### src/rtl/sigma_pkg.sv
// Shared types for the sigma memory arbiter: master IDs and their helpers.
package sigma_pkg;

    typedef logic mid_t;

    localparam mid_t MID_DBG = 1'b0;
    localparam mid_t MID_CPU = 1'b1;

    function automatic mid_t other_mid(input mid_t mid);
        return ~mid;
    endfunction

endpackage

### src/rtl/sigma_tag_fifo.sv
// In-order tag FIFO remembering which master owns each outstanding read.
module sigma_tag_fifo
    import sigma_pkg::*;
#(
    parameter int DEPTH = 4
) (
    input  logic                       clk_i,
    input  logic                       rst_i,
    input  logic                       push_i,
    input  logic                       pop_i,
    input  mid_t                       din_i,
    output mid_t                       dout_o,
    output logic                       full_o,
    output logic                       empty_o,
    output logic [$clog2(DEPTH):0]     count_o
);

    localparam int PTR_W = $clog2(DEPTH);
    localparam int CNT_W = PTR_W + 1;

    mid_t             mem_r [DEPTH];
    logic [PTR_W-1:0] wr_ptr_r;
    logic [PTR_W-1:0] rd_ptr_r;
    logic [CNT_W-1:0] count_r;
    logic [CNT_W-1:0] count_nxt_s;
    logic             push_ok_s;
    logic             pop_ok_s;

    assign full_o    = (count_r == CNT_W'(DEPTH));
    assign empty_o   = (count_r == {CNT_W{1'b0}});
    assign count_o   = count_r;
    assign dout_o    = mem_r[rd_ptr_r];
    assign push_ok_s = push_i && !full_o;
    assign pop_ok_s  = pop_i && !empty_o;

    // Occupancy follows push/pop; a simultaneous pair leaves it unchanged.
    always_comb begin
        count_nxt_s = count_r;
        case ({push_ok_s, pop_ok_s})
            2'b10:   count_nxt_s = count_r + CNT_W'(1);
            2'b01:   count_nxt_s = count_r - CNT_W'(1);
            default: count_nxt_s = count_r;
        endcase
    end

    // Storage and pointers; pointers wrap naturally at the power-of-2 depth.
    always_ff @(posedge clk_i) begin
        if (rst_i) begin
            for (int i = 0; i < DEPTH; i++) begin
                mem_r[i] <= MID_DBG;
            end
            wr_ptr_r <= {PTR_W{1'b0}};
            rd_ptr_r <= {PTR_W{1'b0}};
            count_r  <= {CNT_W{1'b0}};
        end else begin
            if (push_ok_s) begin
                mem_r[wr_ptr_r] <= din_i;
                wr_ptr_r        <= wr_ptr_r + PTR_W'(1);
            end
            if (pop_ok_s) begin
                rd_ptr_r <= rd_ptr_r + PTR_W'(1);
            end
            count_r <= count_nxt_s;
        end
    end

endmodule

### src/rtl/sigma_mem_arb.sv
// Two-master arbiter for the shared memory port with in-order read routing.
// Define SIGMA_MEM_ARB_RR_EN for round-robin; otherwise the debug master has fixed priority.
module sigma_mem_arb
    import sigma_pkg::*;
#(
    parameter int ADDR_W     = 32,
    parameter int DATA_W     = 32,
    parameter int PEND_DEPTH = 4
) (
    input  logic                clk_i,
    input  logic                rst_i,
    input  logic                m0_req_i,
    input  logic                m0_we_i,
    input  logic [ADDR_W-1:0]   m0_addr_i,
    input  logic [DATA_W/8-1:0] m0_be_i,
    input  logic [DATA_W-1:0]   m0_wdata_i,
    output logic                m0_ack_o,
    output logic                m0_resp_o,
    output logic [DATA_W-1:0]   m0_rdata_o,
    input  logic                m1_req_i,
    input  logic                m1_we_i,
    input  logic [ADDR_W-1:0]   m1_addr_i,
    input  logic [DATA_W/8-1:0] m1_be_i,
    input  logic [DATA_W-1:0]   m1_wdata_i,
    output logic                m1_ack_o,
    output logic                m1_resp_o,
    output logic [DATA_W-1:0]   m1_rdata_o,
    output logic                s_req_o,
    output logic                s_we_o,
    output logic [ADDR_W-1:0]   s_addr_o,
    output logic [DATA_W/8-1:0] s_be_o,
    output logic [DATA_W-1:0]   s_wdata_o,
    input  logic                s_ack_i,
    input  logic                s_resp_i,
    input  logic [DATA_W-1:0]   s_rdata_i,
    output logic                err_o
);

    localparam int BE_W  = DATA_W / 8;
    localparam int CNT_W = $clog2(PEND_DEPTH) + 1;

    mid_t             sel_s;
    mid_t             prio_s;
    mid_t             lock_mid_r;
    mid_t             tag_head_s;
    logic             lock_r;
    logic             sel_req_s;
    logic             push_s;
    logic             pop_s;
    logic             tag_full_s;
    logic             tag_empty_s;
    logic [CNT_W-1:0] tag_cnt_s;
    logic             err_r;

    sigma_tag_fifo #(.DEPTH(PEND_DEPTH)) u_tag_fifo (
        .clk_i   (clk_i),
        .rst_i   (rst_i),
        .push_i  (push_s),
        .pop_i   (pop_s),
        .din_i   (sel_s),
        .dout_o  (tag_head_s),
        .full_o  (tag_full_s),
        .empty_o (tag_empty_s),
        .count_o (tag_cnt_s)
    );

`ifdef SIGMA_MEM_ARB_RR_EN
    mid_t prio_r;

    // Hand the next contested grant to whichever master was not just served.
    always_ff @(posedge clk_i) begin
        if (rst_i) begin
            prio_r <= MID_DBG;
        end else if (s_req_o && s_ack_i) begin
            prio_r <= other_mid(sel_s);
        end else begin
            prio_r <= prio_r;
        end
    end

    assign prio_s = prio_r;
`else
    assign prio_s = MID_DBG;
`endif

    // A presented-but-unacked request keeps its master selected.
    always_comb begin
        sel_s = MID_DBG;
        if (lock_r) begin
            sel_s = lock_mid_r;
        end else if (m0_req_i && m1_req_i) begin
            sel_s = prio_s;
        end else if (m1_req_i) begin
            sel_s = MID_CPU;
        end else begin
            sel_s = MID_DBG;
        end
    end

    assign sel_req_s = (sel_s == MID_CPU) ? m1_req_i : m0_req_i;

    // Forward the selected request unless the tag FIFO cannot take another read.
    always_comb begin
        s_req_o   = 1'b0;
        s_we_o    = 1'b0;
        s_addr_o  = {ADDR_W{1'b0}};
        s_be_o    = {BE_W{1'b0}};
        s_wdata_o = {DATA_W{1'b0}};
        m0_ack_o  = 1'b0;
        m1_ack_o  = 1'b0;
        if (!rst_i && sel_req_s && !tag_full_s) begin
            s_req_o = 1'b1;
            case (sel_s)
                MID_CPU: begin
                    s_we_o    = m1_we_i;
                    s_addr_o  = m1_addr_i;
                    s_be_o    = m1_be_i;
                    s_wdata_o = m1_wdata_i;
                    m1_ack_o  = s_ack_i;
                end
                default: begin
                    s_we_o    = m0_we_i;
                    s_addr_o  = m0_addr_i;
                    s_be_o    = m0_be_i;
                    s_wdata_o = m0_wdata_i;
                    m0_ack_o  = s_ack_i;
                end
            endcase
        end else begin
            s_req_o = 1'b0;
        end
    end

    assign push_s = s_req_o && s_ack_i && !s_we_o;
    assign pop_s  = !rst_i && s_resp_i && !tag_empty_s;

    // Route a response to the master at the FIFO head; data is zero otherwise.
    always_comb begin
        m0_resp_o  = 1'b0;
        m1_resp_o  = 1'b0;
        m0_rdata_o = {DATA_W{1'b0}};
        m1_rdata_o = {DATA_W{1'b0}};
        if (pop_s) begin
            case (tag_head_s)
                MID_CPU: begin
                    m1_resp_o  = 1'b1;
                    m1_rdata_o = s_rdata_i;
                end
                default: begin
                    m0_resp_o  = 1'b1;
                    m0_rdata_o = s_rdata_i;
                end
            endcase
        end else begin
            m0_resp_o = 1'b0;
        end
    end

    // Lock the current owner while the memory stalls its request.
    always_ff @(posedge clk_i) begin
        if (rst_i) begin
            lock_r     <= 1'b0;
            lock_mid_r <= MID_DBG;
        end else if (s_ack_i) begin
            lock_r     <= 1'b0;
            lock_mid_r <= lock_mid_r;
        end else if (s_req_o) begin
            lock_r     <= 1'b1;
            lock_mid_r <= sel_s;
        end else begin
            lock_r     <= lock_r;
            lock_mid_r <= lock_mid_r;
        end
    end

    // Sticky flag for a response that had no read waiting for it.
    always_ff @(posedge clk_i) begin
        if (rst_i) begin
            err_r <= 1'b0;
        end else if (s_resp_i && (tag_cnt_s == {CNT_W{1'b0}})) begin
            err_r <= 1'b1;
        end else begin
            err_r <= err_r;
        end
    end

    assign err_o = err_r;

endmodule

### config.mk
export PLATFORM = sky130hd
export DESIGN_NAME = sigma_mem_arb
export DESIGN_NICKNAME = d
export VERILOG_FILES = /design/src/rtl/sigma_pkg.sv /design/src/rtl/sigma_tag_fifo.sv /design/src/rtl/sigma_mem_arb.sv
export SDC_FILE = /design/constraint.sdc
export NUM_CORES = 1
export LEC_CHECK = 0
export BUFFER_PORTS_ARGS = -buffer_cell sky130_fd_sc_hd__buf_2
export CAP_MARGIN = 40
export CORE_AREA = 3 3 120 122
export DETAILED_ROUTE_END_ITERATION = 8
export DIE_AREA = 0 0 123 125
export GPL_TIMING_DRIVEN = 0
export SLEW_MARGIN = 20
export SYNTH_ARGS = -nofsm -noshare
export SYNTH_HDL_FRONTEND = slang
export SYNTH_SLANG_ARGS = --single-unit
### constraint.sdc
create_clock -name clk_i -period 6.1 [get_ports clk_i]
set_clock_uncertainty 0.2 [all_clocks]
set_input_delay 1.22 -clock clk_i [delete_from_list [all_inputs] [get_ports clk_i]]
set_output_delay 1.22 -clock clk_i [all_outputs]
set_load 0.03 [all_outputs]
==> run summary, run 1 <==
share of cells above drive strength 1: 0.494
Overflow after GRT: 0
Switch Pwr: 0.240 mW
final hold violation count: 0
Num Clock Sinks: 16
# IOs: 315
Mapped Cells: 384
Tmin final: 4440 ps
outcome: completed
Yosys cell types: 38
CORE AREA: 13,300 um^2
Critical Path AT: 3020 ps
DR pass1 iterations: 4
Die Y: 125 um
area leader, netlist: nand2_1
Crit Path Class: input pin to primary output
total power: 0.557 mW
fin nets: 881
area growth from synthesis to layout: 84.7%
first-pass GRT wire length: 17.9 mm
vias in the first global route: 3,505
Vias/cell: 4.30
initial antenna violation count: 0
peak supply drop: 73.2 uV
setup total negative slack: 0 ps
synth top area cells: nand2_1 (24%), a21oi_1 (16%), dfxtp_1 (11%)
antenna-violating nets left: 0
#FFs+latches synth: 16
DR WL/cell: 14.0 um
detailed placer's ending HPWL: 10.5 mm
Primary FF master, synth: dfxtp_1
Clock power frac: 0.252
Seq/Total Area, Yosys: 0.162
Setup crit start kind: input pin
Max Fanout on Critical Path: 10
H-tree levels: 1
# DRC: 0
share of the synthesized area in the top cell type: 0.238
Fmax achieved: 225 MHz
Pwr Density: 136 nW/um^2
slowest CP cell: or3b_2
Req. time, crit path: 4680 ps
number of flops mapped to enable cells by yosys: 4
Tot GR Track Use: 0.145
DIE AREA: 15,400 um^2
cell area after synthesis: 2220 um^2
Root Buffer: clkbuf_16
Final Setup Violations: 0
Seq pwr share: 0.213
Worst Setup End Kind: primary output
Clk Latency, worst-skew pair: 240 ps
Die W: 123 um
mean post-synth cell area: 5.78 um^2
Hold Path Class: flip-flop to flip-flop
Slew @ Worst Pin: 534 ps
post-synth net total: 562
Hold Buf Count CTS: 0
CTS buffer count: 3
async set-reset flop share out of synthesis: 0
gpl congestion: 0.879
share of total power in combinational logic: 0.535
CP peak stage delay: 490 ps
Resized cells post-CTS: 0
crit path cell chain: buf_2 -> or3b_2 -> nand2_1 -> buf_4 -> buf_4 -> nand2_1 -> a21oi_1 -> buf_2
Fillers: 1,539
RSZ-0062 raised after global routing: false
row count: 42
PortBufs: 314
clk slew on worst S/H paths: 50 ps
routed via count: 3,773
synth warn: 0
Clock Path Buffers: 2
Routed WL: 12.3 mm
antenna cells: 0
TritonCTS clock tree: yes
switch share: 0.430
slew margin rel.: 0.644
Post-CTS Setup Bufs: 0
most common cell after layout, fill and taps aside: buf_2
most frequent cells in the layout: buf_2 (329), nand2_1 (141), a21oi_1 (73)
Tcrit/Tclk final: 0.728
Iteration-0 DRC Markers: 137
max-slew violations: 0
Lkg Pwr: 2.52 nW
# Max-Cap Violations: 0
Initial Util: 0.167
largest net degree at the start of global routing: 11
total internal power: 0.317 mW
## cells by family after synthesis
logic type                 synth area share
and+or+nand+nor                       0.514
AOI/OAI and AO/OA                     0.195
buffers and inverters                0.0794
DFF                                   0.162
xor gates and xnor gates             0.0158
muxes                                0.0192
adders and majority gates            0.0146
## final timing paths
check,start,to,slack (ps),cells past startpoint
setup / recovery,m0_req_i,s_addr_o[11],1660,8
hold / removal,err_o,err_o,260,2
setup reg to reg,u_tag_fifo.count_o[0],u_tag_fifo.count_o[2],3200,11
hold reg to reg,err_o,err_o,260,2
## per-stage QoR
step / util / hold WS, ps / std cells / instance area [um^2] / setup WS, ps
2_1_floorplan: - / 267 / 384 / 2220 / 1990
3_5_place_dp: 0.302 / 248 / 874 / 4010 / 1650
5_1_grt: 0.308 / 288 / 878 / 4100 / 1500
3_3_place_gp: 0.302 / 245 / 874 / 4010 / 1660
6_report: 0.308 / 256 / 878 / 4100 / 1660
4_1_cts: 0.308 / 262 / 878 / 4100 / 1650
## layout make-up
cell class	count	area [um^2]	share of cell area
inverter	6	23.8	0.00580
tap	176	220	0.0537
buffer	33	153	0.0372
multi-input combinational	329	1680	0.411
sequential	16	360	0.0879
timing repair buffer	314	1570	0.383
clock buffer	4	88.8	0.0217
## layer usage
metal | vias to the layer above | global-route usage | wire length (um)
li1 | 1905 | - | -
met1 | 1639 | 0.168 | 4820
met2 | 215 | 0.274 | 6100
met3 | 14 | 0.0199 | 1170
met4 | 0 | 0.0384 | 235
met5 | - | 0 | 0
## synth_stat cells, types with 2 or more instances
cell      instances
nand2_1         141
dfxtp_1          12
nor3_2            2
buf_2            15
and3_1           32
clkbuf_2          2
a21oi_1          73
or3_1             2
buf_4             2
and2_1           35
nor3_1            3
o21ai_0           4
inv_1             5
mux2i_1           2
clkbuf_1         14
nor2_1           13
xnor2_1           2
edfxtp_1          4
xor2_1            2
## critical path, delay by kind of cell
family / cells / cell delay (ps)
AO/OA/AOI/OAI: 1 / 230
AND/OR/NAND/NOR: 3 / 790
buffers and inverters: 4 / 770
## power by group through the flow
stage                     Combinational [mW]  Clock [mW]  Sequential, mW
after floorplan                        0.172           0           0.121
after global placement                 0.298           0           0.120
after detailed placement               0.299           0           0.121
after CTS                              0.300       0.143           0.118
after global routing                   0.326       0.148           0.119
final                                  0.298       0.141           0.118
Note: power is estimated with default switching activity, not from simulation.
==> run 2: changes to the inputs <==
--- a/config.mk
+++ b/config.mk
@@ -7,9 +7,9 @@
 export LEC_CHECK = 0
 export BUFFER_PORTS_ARGS = -buffer_cell sky130_fd_sc_hd__buf_2
 export CAP_MARGIN = 40
-export CORE_AREA = 3 3 120 122
+export CORE_AREA = 3 3 121 123
 export DETAILED_ROUTE_END_ITERATION = 8
-export DIE_AREA = 0 0 123 125
+export DIE_AREA = 0 0 124 126
 export GPL_TIMING_DRIVEN = 0
 export SLEW_MARGIN = 20
 export SYNTH_ARGS = -nofsm -noshare
==> constraint.sdc (replaced) <==
create_clock -name clk_i -period 3.7 [get_ports clk_i]
set_clock_uncertainty 0.2 [all_clocks]
set_input_delay 0.74 -clock clk_i [delete_from_list [all_inputs] [get_ports clk_i]]
set_output_delay 0.74 -clock clk_i [all_outputs]
set_load 0.03 [all_outputs]
==> run 2 against run 1 <==
Effect of this change: wire length up 4.1%; clock power up 62%; sequential share of layout area about the same; register-to-register slack worse by 2400 ps; critical endpoint is now s_addr_o[13].
==> run summary, run 2 (synthesis results as in run 1) <==
peak supply drop: 122 uV
CP peak stage delay: 500 ps
Die Y: 126 um
Post-CTS Setup Bufs: 0
routed via count: 3,796
Max Fanout on Critical Path: 10
PortBufs: 314
Crit Path Class: input pin to primary output
# Max-Cap Violations: 0
Die W: 124 um
H-tree levels: 1
clk slew on worst S/H paths: 50 ps
most frequent cells in the layout: buf_2 (329), nand2_1 (140), a21oi_1 (73)
fin nets: 881
Hold Path Class: flip-flop to flip-flop
Req. time, crit path: 2760 ps
CTS buffer count: 3
Worst Setup End Kind: primary output
CORE AREA: 13,800 um^2
Fmax achieved: 285 MHz
area growth from synthesis to layout: 85.0%
detailed placer's ending HPWL: 11.1 mm
outcome: completed
# IOs: 315
share of cells above drive strength 1: 0.496
# DRC: 0
Lkg Pwr: 2.52 nW
reg2reg setup slack: 800 ps
Tmin final: 3500 ps
RSZ-0062 raised after global routing: false
max-slew violations: 0
crit path cell chain: buf_2 -> or3b_2 -> nand2_2 -> buf_4 -> buf_4 -> nand2_1 -> a21oi_1 -> buf_2
TritonCTS clock tree: yes
Tot GR Track Use: 0.149
Clk Latency, worst-skew pair: 240 ps
initial antenna violation count: 2
slowest CP cell: or3b_2
row count: 43
Setup crit start kind: input pin
Initial Util: 0.161
final instance area: 4110 um^2
first-pass GRT wire length: 18.3 mm
Clock Path Buffers: 2
DIE AREA: 15,600 um^2
most common cell after layout, fill and taps aside: buf_2
Routed WL: 12.8 mm
antenna-violating nets left: 0
Critical Path AT: 2560 ps
Final Setup Violations: 0
Tcrit/Tclk final: 0.947
vias in the first global route: 3,439
Overflow after GRT: 0
WP buf/inv: 4
antenna cells: 0
largest net degree at the start of global routing: 11
Fillers: 1,588
Iteration-0 DRC Markers: 144
Slew @ Worst Pin: 696 ps
Num Clock Sinks: 16
setup total negative slack: 0 ps
Pwr Density: 224 nW/um^2
Area after DPL: 4020 um^2
Vias/cell: 4.30
gpl congestion: 0.833
DR WL/cell: 14.6 um
Root Buffer: clkbuf_16
DR pass1 iterations: 4
Top delay family on crit path: buffers and inverters
final hold violation count: 0
slew margin rel.: 0.536
-- run 2: routing by layer --
metal | global-route usage | part of all wire | up-vias
met5 | 0 | 0.0010 | -
met1 | 0.171 | 0.37 | 1669
met2 | 0.293 | 0.53 | 213
li1 | - | - | 1903
met3 | 0.0211 | 0.096 | 9
met4 | 0.0142 | 0.0055 | 2
-- run 2: path summary, 6_finish.rpt --
check | start | end | cells past startpoint
max | m0_req_i | s_addr_o[13] | 8
min | err_o | err_o | 2
max reg2reg | u_tag_fifo.count_o[0] | u_tag_fifo.count_o[2] | 9
min reg2reg | err_o | err_o | 2
-- run 2: power breakdown --
group	internal, mW	switching [mW]	total, mW
registers	0.188	0.00722	0.195
logic	0.171	0.324	0.496
clock network	0.164	0.0648	0.229
-- run 2: cell type report --
cell class | instances | area (um^2) | area share
multi-input cells | 329 | 1690 | 0.410
repair buffers | 314 | 1570 | 0.382
flip-flops and latches | 16 | 360 | 0.0877
well taps | 180 | 225 | 0.0548
plain buffers | 33 | 153 | 0.0371
clock buffers | 4 | 88.8 | 0.0216
inverters | 6 | 23.8 | 0.00579
-- run 2: worst register-to-register path, cell delays in order, from the launching register on --
cell	delay (ps)
dfxtp_1	390
nor3_1	120
nor3b_2	460
clkbuf_1	390
ha_1	250
inv_1	60
fa_1	370
xor2_1	160
or3_1	300
a21oi_1	130
-- run 2: repair_timing --
action / 4_1_cts / 5_1_grt
setup endpoints to repair: 0 / 1
resized for setup: 0 / 1
hold buffers: 0 / 0
-- run 2: per-stage QoR --
step                hold slack [ps]  setup WS, ps   util  cells  power [mW]
finish                          268           196  0.298    882       0.920
global route                    299          75.7  0.298    882       0.984
CTS                             278          49.8  0.298    882       0.930
detailed placement              265          56.5  0.292    878       0.697
global placement                252          44.8  0.292    878       0.695
floorplan                       267           546      -    384       0.482
